[config.mk]
export PLATFORM = sky130hd
export DESIGN_NAME = imm_ext_stage
export DESIGN_NICKNAME = d
export VERILOG_FILES = /design/src/rtl/imm_pkg.sv /design/src/rtl/imm_ext_comb.sv /design/src/rtl/imm_ext_stage.sv
export SDC_FILE = /design/constraint.sdc
export NUM_CORES = 1
export LEC_CHECK = 0
export ABC_AREA = 1
export CAP_MARGIN = 20
export CORE_MARGIN = 5
export CORE_UTILIZATION = 48
export CTS_BUF_LIST = sky130_fd_sc_hd__clkbuf_2 sky130_fd_sc_hd__clkbuf_4 sky130_fd_sc_hd__clkbuf_8
export CTS_CLUSTER_DIAMETER = 40
export DETAILED_ROUTE_END_ITERATION = 8
export GPL_ROUTABILITY_DRIVEN = 0
export PLACE_DENSITY = 0.91
export RECOVER_POWER = 100
export SYNTH_ARGS = -nofsm -noshare
export SYNTH_HDL_FRONTEND = slang
export SYNTH_SLANG_ARGS = --single-unit
[constraint.sdc]
create_clock -name clk -period 1.53 [get_ports clk]
set_input_delay 0.153 -clock clk [delete_from_list [all_inputs] [get_ports clk]]
set_output_delay 0.153 -clock clk [all_outputs]
set_load 0.01 [all_outputs]
[src/rtl/imm_pkg.sv]
// imm_pkg: shared immediate format selects and skid-stage state encoding
package imm_pkg;
  typedef enum logic [2:0] {
    IMM_NONE, IMM_I, IMM_S, IMM_B, IMM_U, IMM_J, IMM_SHAMT, IMM_RSVD
  } imm_sel_t;
  typedef enum logic [1:0] {ST_EMPTY, ST_ONE, ST_TWO} st_t;
endpackage

[src/rtl/imm_ext_comb.sv]
// imm_ext_comb: combinational RISC-V immediate decode and extension to XLEN
module imm_ext_comb
  import imm_pkg::*;
#(
  parameter int XLEN = 32
) (
  input  logic [31:0]     instr,
  input  imm_sel_t        imm_sel,
  output logic [XLEN-1:0] imm,
  output logic            err
);
  logic        s;
  logic [31:0] v32;
  logic        unused_opcode;
  assign s = instr[31];
  assign unused_opcode = ^instr[6:0];
  // Every format fits in 32 bits; all but SHAMT are then sign-extended to XLEN
  always_comb begin
    v32 = imm_sel == IMM_I     ? {{20{s}}, instr[31:20]} :
          imm_sel == IMM_S     ? {{20{s}}, instr[31:25], instr[11:7]} :
          imm_sel == IMM_B     ? {{19{s}}, instr[31], instr[7], instr[30:25], instr[11:8], 1'b0} :
          imm_sel == IMM_U     ? {instr[31:12], 12'b0} :
          imm_sel == IMM_J     ? {{11{s}}, instr[31], instr[19:12], instr[20], instr[30:21], 1'b0} :
          imm_sel == IMM_SHAMT ? {26'b0, (XLEN == 64) & instr[25], instr[24:20]} :
          32'b0;
    imm = imm_sel == IMM_SHAMT ? XLEN'(v32) : XLEN'($signed(v32));
    err = imm_sel == IMM_RSVD;
  end
endmodule

[src/rtl/imm_ext_stage.sv]
// imm_ext_stage: registered immediate generator with two-entry skid buffer and flush
module imm_ext_stage
  import imm_pkg::*;
#(
  parameter int XLEN = 32,
  parameter int ILEN = 32
) (
  input  logic            clk,
  input  logic            rst_n,
  input  logic            flush,
  input  logic            in_valid,
  output logic            in_ready,
  input  logic [ILEN-1:0] instr,
  input  logic [2:0]      imm_sel,
  output logic            out_valid,
  input  logic            out_ready,
  output logic [XLEN-1:0] imm_out,
  output logic            imm_err
);
  if (ILEN != 32) begin : g_ilen_chk
    $error("imm_ext_stage: ILEN must be 32");
  end
  if (XLEN != 32 && XLEN != 64) begin : g_xlen_chk
    $error("imm_ext_stage: XLEN must be 32 or 64");
  end
  st_t             st;
  logic [XLEN-1:0] ext_imm;
  logic            ext_err;
  logic [XLEN-1:0] skid_imm;
  logic            skid_err;
  logic            in_fire;
  assign in_fire = in_valid && in_ready;
  imm_ext_comb #(.XLEN(XLEN)) u_ext (
    .instr  (instr),
    .imm_sel(imm_sel_t'(imm_sel)),
    .imm    (ext_imm),
    .err    (ext_err)
  );
  // Handshake FSM; main entry drives outputs, skid catches one result under back-pressure
  always_ff @(posedge clk or negedge rst_n) begin
    if (!rst_n) begin
      st        <= ST_EMPTY;
      out_valid <= 1'b0;
      in_ready  <= 1'b1;
      imm_out   <= '0;
      imm_err   <= 1'b0;
      skid_imm  <= '0;
      skid_err  <= 1'b0;
    end else if (flush) begin
      st        <= ST_EMPTY;
      out_valid <= 1'b0;
      in_ready  <= 1'b1;
    end else begin
      case (st)
        ST_EMPTY: if (in_fire) begin
          st        <= ST_ONE;
          out_valid <= 1'b1;
          imm_out   <= ext_imm;
          imm_err   <= ext_err;
        end
        ST_ONE: if (in_fire && !out_ready) begin
          st       <= ST_TWO;
          in_ready <= 1'b0;
          skid_imm <= ext_imm;
          skid_err <= ext_err;
        end else if (in_fire) begin
          imm_out <= ext_imm;
          imm_err <= ext_err;
        end else if (out_ready) begin
          st        <= ST_EMPTY;
          out_valid <= 1'b0;
        end
        ST_TWO: if (out_ready) begin
          st       <= ST_ONE;
          in_ready <= 1'b1;
          imm_out  <= skid_imm;
          imm_err  <= skid_err;
        end
        default: st <= ST_EMPTY;
      endcase
    end
  end
endmodule

### Word level (Yosys, flattened, before mapping)

Cells that the tools add are included.
W data, S select, Z words.

| word-level totals | value |
|---|---|
| flip-flop bits (word level) | 70 |
| latch bits | 0 |
| RAM bits | 0 |
| memory bits (read-only) | 0 |
| word-level logic and storage cells | 70 |
| memories kept | 0 |

| cells by class | value |
|---|---|
| add/subtract/negate cells | 0 |
| multiply operators | 0 |
| divide/modulo/power cells | 0 |
| magnitude comparators | 0 |
| eq/ne operators | 19 |
| shift operators | 0 |
| multiplexer cells | 31 |
| bitwise logic cells | 1 |
| reduce and logical (&&, ||, !) cells | 12 |

Operator list:

| operator | count |
|---|---|
| $mux W32 | 8 |
| $pmux W32 S3 | 1 |
| $ne A3 B3 Y1 const B | 6 |
| $eq A3 B3 Y1 const B | 4 |
| $mux W2 | 6 |
| $mux W1 | 11 |
| $reduce_bool A3 Y1 | 3 |
| $ne A4 B4 Y1 const B | 2 |
| $reduce_and A4 Y1 | 2 |
| $eq A3 B2 Y1 const B | 2 |
| $pmux W2 S3 | 1 |
| $reduce_and A3 Y1 | 2 |
| $mux W5 | 1 |
| $reduce_and A5 Y1 | 1 |
| $ne A2 B2 Y1 const B | 2 |
| $pmux W1 S2 | 2 |
| $eq A3 B1 Y1 const B | 1 |
| $pmux W1 S3 | 1 |
| $eq A2 B1 Y1 const B | 1 |
| $eq A2 B2 Y1 const B | 1 |
| $logic_and A1 B1 Y1 | 2 |
| $logic_not A2 Y1 | 1 |
| $logic_not A1 Y1 | 1 |
| $not A1 Y1 | 1 |

### Logic depth before layout (Yosys ltp)

Gate-level depths: netlist of the first run.

| depth | value |
|---|---|
| word-level depth | 10 |
| mapped depth | 10 |

### Modules after synthesis

From an unflattened synthesis of the first run, not the netlist that was laid out.

| unflattened totals | value |
|---|---|
| cell total of the unflattened synthesis | 542 |
| area total of the unflattened synthesis | 3945.0 um^2 |

Modules (own cells, without submodules):

| module | instances | cells each | area an instance (um^2) |
|---|---|---|---|
| imm_ext_stage | 1 | 437 | 3465.8 |
| imm_ext_comb | 1 | 105 | 479.2 |

### Worst setup path after synthesis of the first run

Ideal clock, no wire load.

| timing | value |
|---|---|
| kind | register to register |
| start | reg in_ready |
| end | reg skid_imm[0] |
| setup time | 0.119 ns |
| data arrival time | 1.363 ns |
| data required time | 1.411 ns |
| slack | 0.048 ns |
| cell stages (with the launch flop) | 8 |
| clock period less this slack | 1.482 ns |
| cells stage by stage | dfstp_2 -> nand2_1 -> nor2_1 -> nand2_2 -> nor2_4 -> buf_2 -> nand3_1 -> o21a_1 |

| on the way | value |
|---|---|
| longest elaborated chain between the ends | 3 |

RTL lines:

| what | RTL line | text |
|---|---|---|
| from (decl) | imm_ext_stage.sv:12 | `output logic in_ready,` |
| from (signal assigned) | imm_ext_stage.sv:44 | `in_ready <= 1'b1;` |
| from (signal assigned) | imm_ext_stage.sv:52 | `in_ready <= 1'b1;` |
| from (signal assigned) | imm_ext_stage.sv:63 | `in_ready <= 1'b0;` |
| $logic_and A1 B1 Y1 | imm_ext_stage.sv:32 | `assign in_fire = in_valid && in_ready;` |
| $logic_and A1 B1 Y1 | imm_ext_stage.sv:61 | `ST_ONE: if (in_fire && !out_ready) begin` |
| $reduce_and A3 Y1 (no line) | - |  |
| to (signal assigned) | imm_ext_stage.sv:64 | `skid_imm <= ext_imm;` |
| to (decl) | imm_ext_stage.sv:29 | `logic [XLEN-1:0] skid_imm;` |

Every way passes these cells.
A chain may end at the register's enable or synchronous reset.

### Final worst setup path of the first run

| timing | value |
|---|---|
| start | reg in_ready |
| end | reg skid_imm[30] |

Same word-level chain as after synthesis.

==> flow_metrics.tcl, run 1 <==
set metrics [dict create \
    status "finished clean" \
    timing.critical_path.from "in_ready" \
    grt_max_degree 71 \
    yosys.cell_types.count 20 \
    numPortBuffers 67 \
    clock-skew-final_ns 0.00688 \
    finalSetupViolations 0 \
    yosys_warnings 0 \
    met3_wirelength_um 600 \
    final_setup_margin_ns 0.0402 \
    clkLatencyLatePin_ns 0.35 \
    place_worst_setup_slack_ns -0.263 \
    io_pins 75 \
    p_sw_w 0.00181 \
    drt_drc_violations_left 0 \
    p_leak_nw 2.57 \
    num_cts_buffers 9 \
    fp-row-count 31 \
    area_of_the_core_region_um2 7180 \
    detailroute.via_count 3502 \
    most-common-layout-cells "269 x sky130_fd_sc_hd__nand2_1, 69 x sky130_fd_sc_hd__dfrtp_1, 65 x sky130_fd_sc_hd__clkdlybuf4s50_1" \
    grt_antenna_before_repair 0 \
    detail-route-antenna-nets 0 \
    maxCapViolCount 0 \
    number_of_antenna_repair_diodes 0 \
    crit_chain "nand2_4 -> nor2_4 -> nand2_4 -> nor2_4 -> buf_12 -> buf_6 -> inv_8 -> nand2_1 -> nand2_1" \
    switching_power_share_of_the_total_pct 30.5 \
    seqPwrFrac_pct 44.1 \
    finalNonFillerCells 688 \
    clockPowerShare_pct 28.1 \
    timing.final.max_slew_violations 0 \
    htree_num_levels 3 \
    netlist.top_cell.by_area "sky130_fd_sc_hd__dfrtp_1" \
    critical_path.reg2reg.startpoint "in_ready" \
    tightest_slew_ns 0.960 \
    synthesized_instance_count 489 \
    final_common_cell "sky130_fd_sc_hd__nand2_1" \
    clock_tree_from_tritoncts "built" \
    crit_path_max_fanout 13 \
    max_stage_delay_ns 0.56 \
    worst_path_max_delay_cell "sky130_fd_sc_hd__dfstp_2" \
    synth_nets 529 \
    timing.critical_path.required_ns 1.77 \
    fin_nets 624 \
    synth.area.top_cells "sky130_fd_sc_hd__dfrtp_1 49%, sky130_fd_sc_hd__nand2_1 30%, sky130_fd_sc_hd__nand3_1 5.3%" \
    yosys_register_bits 70 \
    die_h_um 95.3 \
    drt_pre_antenna_iters 5 \
    ratio_of_cells_with_drive_above_1_in_the_final_layout_pct 13.9 \
    grtUsageTotal_pct 21.3 \
    power.density_nw_per_um2 1220 \
    clockRootBuffer "sky130_fd_sc_hd__clkbuf_8" \
    min-delay-path-class "register to register" \
    power.ir.vdd_worst_mv 0.567 \
    drt_iter0_drc 249 \
    worst_ep_arrival_time_ns 1.73 \
    maxUsedRoutingLayer "met4" \
    max-clock-path-buffers 2 \
    power.internal_w 0.00413 \
    worst_hold_startpoint "skid_imm[29]" \
    share_of_the_synthesized_area_in_the_top_cell_type_pct 49.5 \
    drt-vias-per-instance 5.09 \
    area.growth.synth_to_final_pct 39.1 \
    routed_wire_length_um 9200 \
    total_length_of_routed_met2_wires_um 4590 \
    crit_path_end_kind "register" \
    worstSetupPathType "register to register" \
    comb_power_share_pct 27.8 \
    post_drt_wl_per_cell_um 13.4 \
    leftover_overflow_at_the_end_of_global_routing 0 \
    path_clk_slew_ns 0.08 \
    slew-limit-headroom_pct 36.0 \
    vias_in_the_first_global_route 3488 \
    die_width_um 95.3 \
    final.min_clock_period_ns 1.49 \
    cp-start-kind "register" \
    syn_area_um2 3490 \
    start_util_pct 48.6 \
    cts_num_sinks 70 \
    floorplan.die_area_um2 9070 \
    hpwl_um 6110 \
    wl_met1_um 3780 \
    grt_first_pass_wirelength_um 15100 \
    clock.fmax_mhz 671 \
    grt_setup_unrepaired "yes" \
    yosysSeqAreaShare_pct 50.3 \
    synthesis.area_per_instance_um2 7.13 \
    placed_cells 660 \
    final-hold-violation-count 0 \
    min_period_over_period_pct 97.4 \
]
==> metrics by stage <==
stage	TNS (ns)	total power (W)	area, um^2	utilization [%]	hold slack (ns)
after detailed placement	-12.27	0.00420	4420	61.6	0.212
after floorplan	0	0.00338	3490	-	-0.143
after global routing	-0.0858	0.00629	4850	67.6	0.466
after CTS	0	0.00591	4770	66.5	0.372
after global placement	-7.53	0.00411	4420	61.6	0.200
final	0	0.00594	4850	67.6	0.474
==> logic make-up (layout without fill, tap and decap cells) <==
family / Yosys count / after routing / synth area share [%]
AOI/OAI and AO/OA: 36 / 36 / 5.56
buffers and inverters: 52 / 152 / 6.49
DFF: 70 / 70 / 50.3
and+or+nand+nor: 331 / 331 / 37.7
==> area by class of cell <==
cell class                      count  area, um^2
Fill cell                         558        2320
Sequential cell                    70        1750
Multi-Input combinational cell    367        1570
Timing Repair Buffer              106        1050
Clock buffer                       10         138
Tap cell                           99         124
Inverter                           29         116
Clock inverter                      6        85.1
Timing Repair inverter              1        11.3
==> worst paths after layout <==
check                                to  slack, ns  cells past startpoint
setup / recovery           skid_imm[30]       0.04                      9
hold / removal             skid_imm[29]       0.47                      2
setup reg to reg           skid_imm[30]       0.04                      9
hold reg to reg            skid_imm[29]       0.47                      2
max in group asynchronous  skid_imm[31]       0.32                      3
min in group asynchronous   imm_out[10]       0.60                      3
==> synthesized netlist by cell type, drive strengths merged <==
master and count:
o21a 1, buf 19, nor2 13, inv 29, clkbuf 4, o22ai 1
nand2 280, o21ai 31, o211ai 2, dfrtp 69, nand3 38, dfstp 1
a21oi 1
==> timing repair <==
item	CTS	global route
pin swaps	2	3
endpoints found under the hold margin	69	0
resized for setup	15	25
endpoints found under the setup margin	68	67
cloned	1	1
buffers inserted	9	1
hold buffers	1	0
==> layer usage <==
metal  up-vias  track usage, %
met4         0            10.7
met5         -               0
met2       146            36.0
met1      1634            26.2
li1       1701               -
met3        21            3.55
==> state kept, by name (all words and copies together) (netlist names) <==
register / cells
imm_out: 32
st: 2
out_valid: 1
skid_imm: 32
in_ready: 1
skid_err: 1
imm_err: 1
==> worst max-delay path: cells and delay by family (launching register included) <==
family / cells / cell delay, ns
simple gates: 6 / 0.52
buf+inv: 3 / 0.30
flops: 1 / 0.56
==> power groups by stage <==
| stage | registers [W] | logic (W) | clock network [W] |
|---|---|---|---|
| 2_1_floorplan | 0.00269 | 0.000692 | 0 |
| 3_3_place_gp | 0.00261 | 0.00150 | 0 |
| 3_5_place_dp | 0.00264 | 0.00156 | 0 |
| 4_1_cts | 0.00261 | 0.00162 | 0.00168 |
| 5_1_grt | 0.00268 | 0.00185 | 0.00177 |
| 6_report | 0.00262 | 0.00165 | 0.00167 |
(Power assumes the default switching activity.)
==> run 2: changes to the inputs <==
CORE_ASPECT_RATIO = 1.1   (was not set)
SKIP_LAST_GASP = 1   (was not set)
TNS_END_PERCENT = 5   (was not set)
==> run 2 against run 1 <==
The flow now finishes with violations (setup timing). Non-clock buffer count rose by 8. Clock power rose by 5%. Setup slack got worse by 0.24 ns. Largest power group unchanged. Combinational power rose by 8%. Count of clock-buffer cells in the layout did not move. Global-route usage rose by 2.6 points. First-iteration DRC count rose by 43%. Worst hold slack got worse by 0.030 ns.
==> flow_metrics.tcl, run 2 (same netlist as run 1, synthesis figures left out) <==
set metrics [dict create \
    status "complete, but fails checks" \
    failed_checks "setup timing" \
    slew-limit-headroom_pct 35.4 \
    clock.fmax_mhz 579 \
    drt_drc_violations_left 0 \
    clockRootBuffer "sky130_fd_sc_hd__clkbuf_8" \
    detail-route-antenna-nets 0 \
    vias_in_the_first_global_route 3862 \
    grt_first_pass_wirelength_um 17400 \
    drt_pre_antenna_iters 7 \
    clock_tree_from_tritoncts "built" \
    die_width_um 91.3 \
    maxCapViolCount 0 \
    clkLatencyLatePin_ns 0.36 \
    seqPwrFrac_pct 42.8 \
    cp-start-kind "register" \
    final_common_cell "sky130_fd_sc_hd__nand2_1" \
    worst_ep_arrival_time_ns 2.03 \
    worstSetupPathType "register to register" \
    filler_cell_count 504 \
    start_util_pct 49.5 \
    grt_max_degree 71 \
    htree_num_levels 3 \
    max_stage_delay_ns 0.54 \
    grt_setup_unrepaired "yes" \
    num_cts_buffers 9 \
    grt_antenna_before_repair 0 \
    area.growth.synth_to_final_pct 43.4 \
    p_sw_w 0.00195 \
    p_leak_nw 2.66 \
    leftover_overflow_at_the_end_of_global_routing 0 \
    path_clk_slew_ns 0.09 \
    comb_power_share_pct 28.8 \
    floorplan.die_area_um2 9070 \
    cts_num_sinks 70 \
    final_setup_margin_ns -0.196 \
    final.min_clock_period_ns 1.73 \
    numPortBuffers 67 \
    timing.critical_path.required_ns 1.84 \
    power.density_nw_per_um2 1230 \
    number_of_antenna_repair_diodes 0 \
    routed_wire_length_um 10900 \
    tightest_slew_ns 0.969 \
    layout_top_registers "imm_out (32), skid_imm (32), st (2)" \
    power.internal_w 0.00421 \
    final-hold-violation-count 0 \
    fp-row-count 32 \
    crit_chain "nand2_2 -> buf_6 -> nor2_4 -> nand2_2 -> buf_6 -> nor2_4 -> buf_12 -> buf_12 -> buf_12 -> nand2_2 -> nand2_1" \
    area_of_the_core_region_um2 7050 \
    ratio_of_cells_with_drive_above_1_in_the_final_layout_pct 14.6 \
    crit_path_max_fanout 8 \
    post_drt_wl_per_cell_um 16.0 \
    worst_path_max_delay_cell "sky130_fd_sc_hd__dfstp_2" \
    hold-worst-slack_ns 0.444 \
    fin_nets 632 \
    multiInputGateArea_um2 1570 \
    layout.area.seq_um2 1750 \
    die_h_um 99.4 \
    fin_setup_tns_ns -8.51 \
    drt-vias-per-instance 5.55 \
    min-delay-path-class "primary input to register" \
    max-clock-path-buffers 2 \
    drt_iter0_drc 355 \
    min_period_over_period_pct 113 \
    power_w 0.00616 \
    timing.final.max_slew_violations 0 \
    crit_path_end_kind "register" \
    clock-skew-final_ns 0.00673 \
    detailroute.via_count 3786 \
    finalSetupViolations 67 \
    most-common-layout-cells "270 x sky130_fd_sc_hd__nand2_1, 69 x sky130_fd_sc_hd__dfrtp_1, 61 x sky130_fd_sc_hd__clkdlybuf4s50_1" \
    hpwl_um 6570 \
    grtUsageTotal_pct 23.9 \
    clockPowerShare_pct 28.4 \
    power.ir.vdd_worst_mv 0.978 \
    io_pins 75 \
    switching_power_share_of_the_total_pct 31.7 \
]
## run 2: cell count changes in the layout (fill, tap and decap cells not counted), sizes merged
cell           change
clkbuf             -1
clkinvlp           -1
buf                +8
dlygate4sd3        +4
inv                +1
clkdlybuf4s50      -4
bufbuf             +1
## run 2: cell type report
class	count	share of cell area (%)
Clock buffer	10	2.75
Timing Repair Buffer	114	24.4
Multi-Input combinational cell	367	31.4
Tap cell	85	2.13
Timing Repair inverter	1	0.125
Clock inverter	6	1.88
Inverter	29	2.33
Sequential cell	70	35.1
## run 2: metrics by stage
stage                     area (um^2)  cells  setup WS (ns)  utilization, %
after floorplan                  3490    489         0.0480               -
after global placement           4440    651         -0.724            63.0
after detailed placement         4470    652         -0.469            63.4
after CTS                        4950    679         -0.161            70.2
after global routing             5000    682         -0.253            71.0
final                            5000    682         -0.196            71.0
## run 2: worst paths after layout
path	start	endpoint	slack [ns]	cells after the start
max in group asynchronous	rst_n	skid_imm[11]	0.32	3
min in group asynchronous	rst_n	imm_out[16]	0.58	3
worst max-delay path	in_ready	skid_imm[30]	-0.20	11
worst max register to register	in_ready	skid_imm[30]	-0.20	11
worst min register to register	imm_out[8]	imm_out[8]	0.48	2
worst min-delay path	instr[27]	skid_imm[7]	0.44	3
## run 2: power by group through the flow
stage / Sequential [W] / Clock (W) / Combinational [W]
after floorplan: 0.00269 / 0 / 0.000692
after global placement: 0.00262 / 0 / 0.00152
after detailed placement: 0.00264 / 0 / 0.00161
after CTS: 0.00262 / 0.00176 / 0.00174
after global routing: 0.00268 / 0.00186 / 0.00194
final: 0.00263 / 0.00175 / 0.00178
## run 2: repair_timing
item,CTS,global route
endpoints found under the hold margin,69,0
setup buffers,6,3
setup endpoints to repair,69,68
pin swaps,5,10
hold buffers,1,0
gates cloned,4,0
gates resized for setup,22,11
## run 2: worst max-delay path: cells and delay by family, from the launching register on
kind | cells | cell delay, ns
buf+inv | 5 | 0.65
flops | 1 | 0.54
simple gates | 6 | 0.46
## run 2: per-layer routing
metal,wire length (um),track usage [%]
met3,940,5.45
met5,0,0
met1,3960,27.4
met2,5660,42.4
met4,347,10.8
==> run 3: changes to the inputs <==
CORE_UTILIZATION = 45   (was 48)
PLACE_DENSITY = 0.87   (was 0.91)
==> run 3 against run 2 <==
The run now ends clean. Sequential power barely moved. Flip-flop and latch count did not move. Critical path depth fell by 3. Setup slack improved by 0.26 ns. Final cell count rose by 0.88%. Routed wire length fell by 17%. Register-to-register slack improved by 0.26 ns. Global-route usage fell by 4.1 points. Core utilization fell by 8.4 points. Clock power fell by 13%. Fmax rose by 18%. Total power fell by 7.4%. Critical endpoint is now skid_imm[0]. Largest cell class unchanged. Largest power group unchanged.
==> flow_metrics.tcl, run 3 (same netlist as run 1, synthesis figures left out) <==
set metrics [dict create \
    routed_wire_length_um 9090 \
    die_width_um 93.9 \
    area.growth.synth_to_final_pct 34.8 \
    max-clock-path-buffers 2 \
    layout.area.seq_um2 1750 \
    status "finished clean" \
    die_h_um 102 \
    grtUsageTotal_pct 19.8 \
    hpwl_um 6220 \
    timing.final.max_slew_violations 0 \
    cp-start-kind "register" \
    io_pins 75 \
    final-hold-violation-count 0 \
    path_clk_slew_ns 0.08 \
    clockRootBuffer "sky130_fd_sc_hd__clkbuf_8" \
    clkLatencyLatePin_ns 0.35 \
    start_util_pct 46.4 \
    tightest_slew_ns 0.939 \
    drt_drc_violations_left 0 \
    drt_pre_antenna_iters 4 \
    timing.critical_path.from "in_ready" \
    placed_cells 667 \
    worst_hold_startpoint "instr[30]" \
    hold-worst-slack_ns 0.463 \
    crit_path_end_kind "register" \
    vias_in_the_first_global_route 3444 \
    crit_path_max_fanout 7 \
    maxCapViolCount 0 \
    fin_util_pct 62.6 \
    final_common_cell "sky130_fd_sc_hd__nand2_1" \
    num_cts_buffers 9 \
    cts_num_sinks 70 \
    clock_tree_from_tritoncts "built" \
    worstSetupPathType "register to register" \
    clock-skew-final_ns 0.0101 \
    fp-row-count 33 \
    power.density_nw_per_um2 1210 \
    drt_iter0_drc 278 \
    htree_num_levels 3 \
    min-delay-path-class "primary input to register" \
    number_of_antenna_repair_diodes 0 \
    grt_antenna_before_repair 0 \
    multiInputGateArea_um2 1540 \
    layout_top_registers "imm_out (32), skid_imm (32), st (2)" \
    p_leak_nw 2.50 \
    critical_path.reg2reg.startpoint "in_ready" \
    detailroute.via_count 3432 \
    slew-limit-headroom_pct 37.4 \
    final.min_clock_period_ns 1.46 \
    min_period_over_period_pct 95.5 \
    post_drt_wl_per_cell_um 13.2 \
    placed_area_um2 4410 \
    leftover_overflow_at_the_end_of_global_routing 0 \
    area_of_the_core_region_um2 7510 \
    grt_first_pass_wirelength_um 15100 \
    final_design_area_no_fill_um2 4700 \
    detail-route-antenna-nets 0 \
    grt_setup_unrepaired "yes" \
    ratio_of_cells_with_drive_above_1_in_the_final_layout_pct 11.1 \
    most-common-layout-cells "276 x sky130_fd_sc_hd__nand2_1, 69 x sky130_fd_sc_hd__dfrtp_1, 65 x sky130_fd_sc_hd__clkdlybuf4s50_1" \
    numPortBuffers 67 \
    floorplan.die_area_um2 9610 \
    r2r_setup_slack_ns 0.07 \
    grt_max_degree 71 \
    worst_ep_arrival_time_ns 1.71 \
    finalNonFillerCells 688 \
    clock.fmax_mhz 684 \
    fin_nets 618 \
    timing.critical_path.required_ns 1.78 \
    power.ir.vdd_worst_mv 0.661 \
    drt-vias-per-instance 4.99 \
    filler_cell_count 665 \
    finalSetupViolations 0 \
]
## run 3: cell count changes in the layout (fill, tap and decap cells not counted), sizes merged
| cell | before | now |
|---|---|---|
| bufbuf | 1 | 0 |
| dlygate4sd3 | 5 | 1 |
| clkdlybuf4s50 | 61 | 65 |
| clkbuf | 11 | 13 |
| buf | 45 | 32 |
| bufinv | 2 | 1 |
| inv | 31 | 30 |
## run 3: where the power goes
part / internal (W) / switching, W / leakage [nW]
logic: 0.000768 / 0.000808 / 1.50
registers: 0.00236 / 0.000249 / 0.904
clock network: 0.000803 / 0.000714 / 0.101
total: 0.00394 / 0.00177 / 2.50
## run 3: final cells by class
type	instances	area share [%]
inverters	29	2.47
clock inverters	4	1.01
flip-flops and latches	70	37.3
multi-input cells	367	32.6
well taps	105	2.79
clock buffers	12	3.11
repair buffers	100	20.6
repair inverters	1	0.133
## run 3: final timing paths
path	depth (start not counted)	end
min in group asynchronous	3	skid_imm[18]
worst min register to register	2	skid_imm[26]
worst min-delay path	3	skid_imm[10]
max in group asynchronous	3	imm_out[8]
worst max register to register	8	skid_imm[0]
worst max-delay path	8	skid_imm[0]
## run 3: worst max-delay path: stages (launching register included)
cell and delay [ns]:
sky130_fd_sc_hd__dfstp_2 0.55, sky130_fd_sc_hd__nand2_4 0.07, sky130_fd_sc_hd__nor2_4 0.12, sky130_fd_sc_hd__nand2_4 0.09, sky130_fd_sc_hd__nor2_4 0.11, sky130_fd_sc_hd__buf_12 0.15, sky130_fd_sc_hd__buf_4 0.12, sky130_fd_sc_hd__nand3_1 0.05
sky130_fd_sc_hd__o21a_1 0.10
## run 3: timing repair
action | 4_1_cts | 5_1_grt
pin swaps | 2 | 3
gates cloned | 1 | 0
hold buffers | 1 | 0
hold endpoints to repair | 69 | 0
buffers inserted | 3 | 1
resized for setup | 6 | 14
setup endpoints to repair | 67 | 68
## run 3: layer usage
metal / GRT usage [%] / part of all wire [%]
met1: 24.0 / 42
met2: 33.8 / 50
met3: 5.74 / 6.4
met4: 7.22 / 2.0
met5: 0 / 0
## run 3: through the flow
stage	worst slack [ns]	total power [W]	setup TNS, ns
3_3_place_gp	-0.225	0.00412	-9.11
6_report	0.0687	0.00571	0
3_5_place_dp	-0.289	0.00419	-13.59
4_1_cts	-0.117	0.00571	-3.76
2_1_floorplan	0.0480	0.00338	0
5_1_grt	-0.0279	0.00604	-0.374
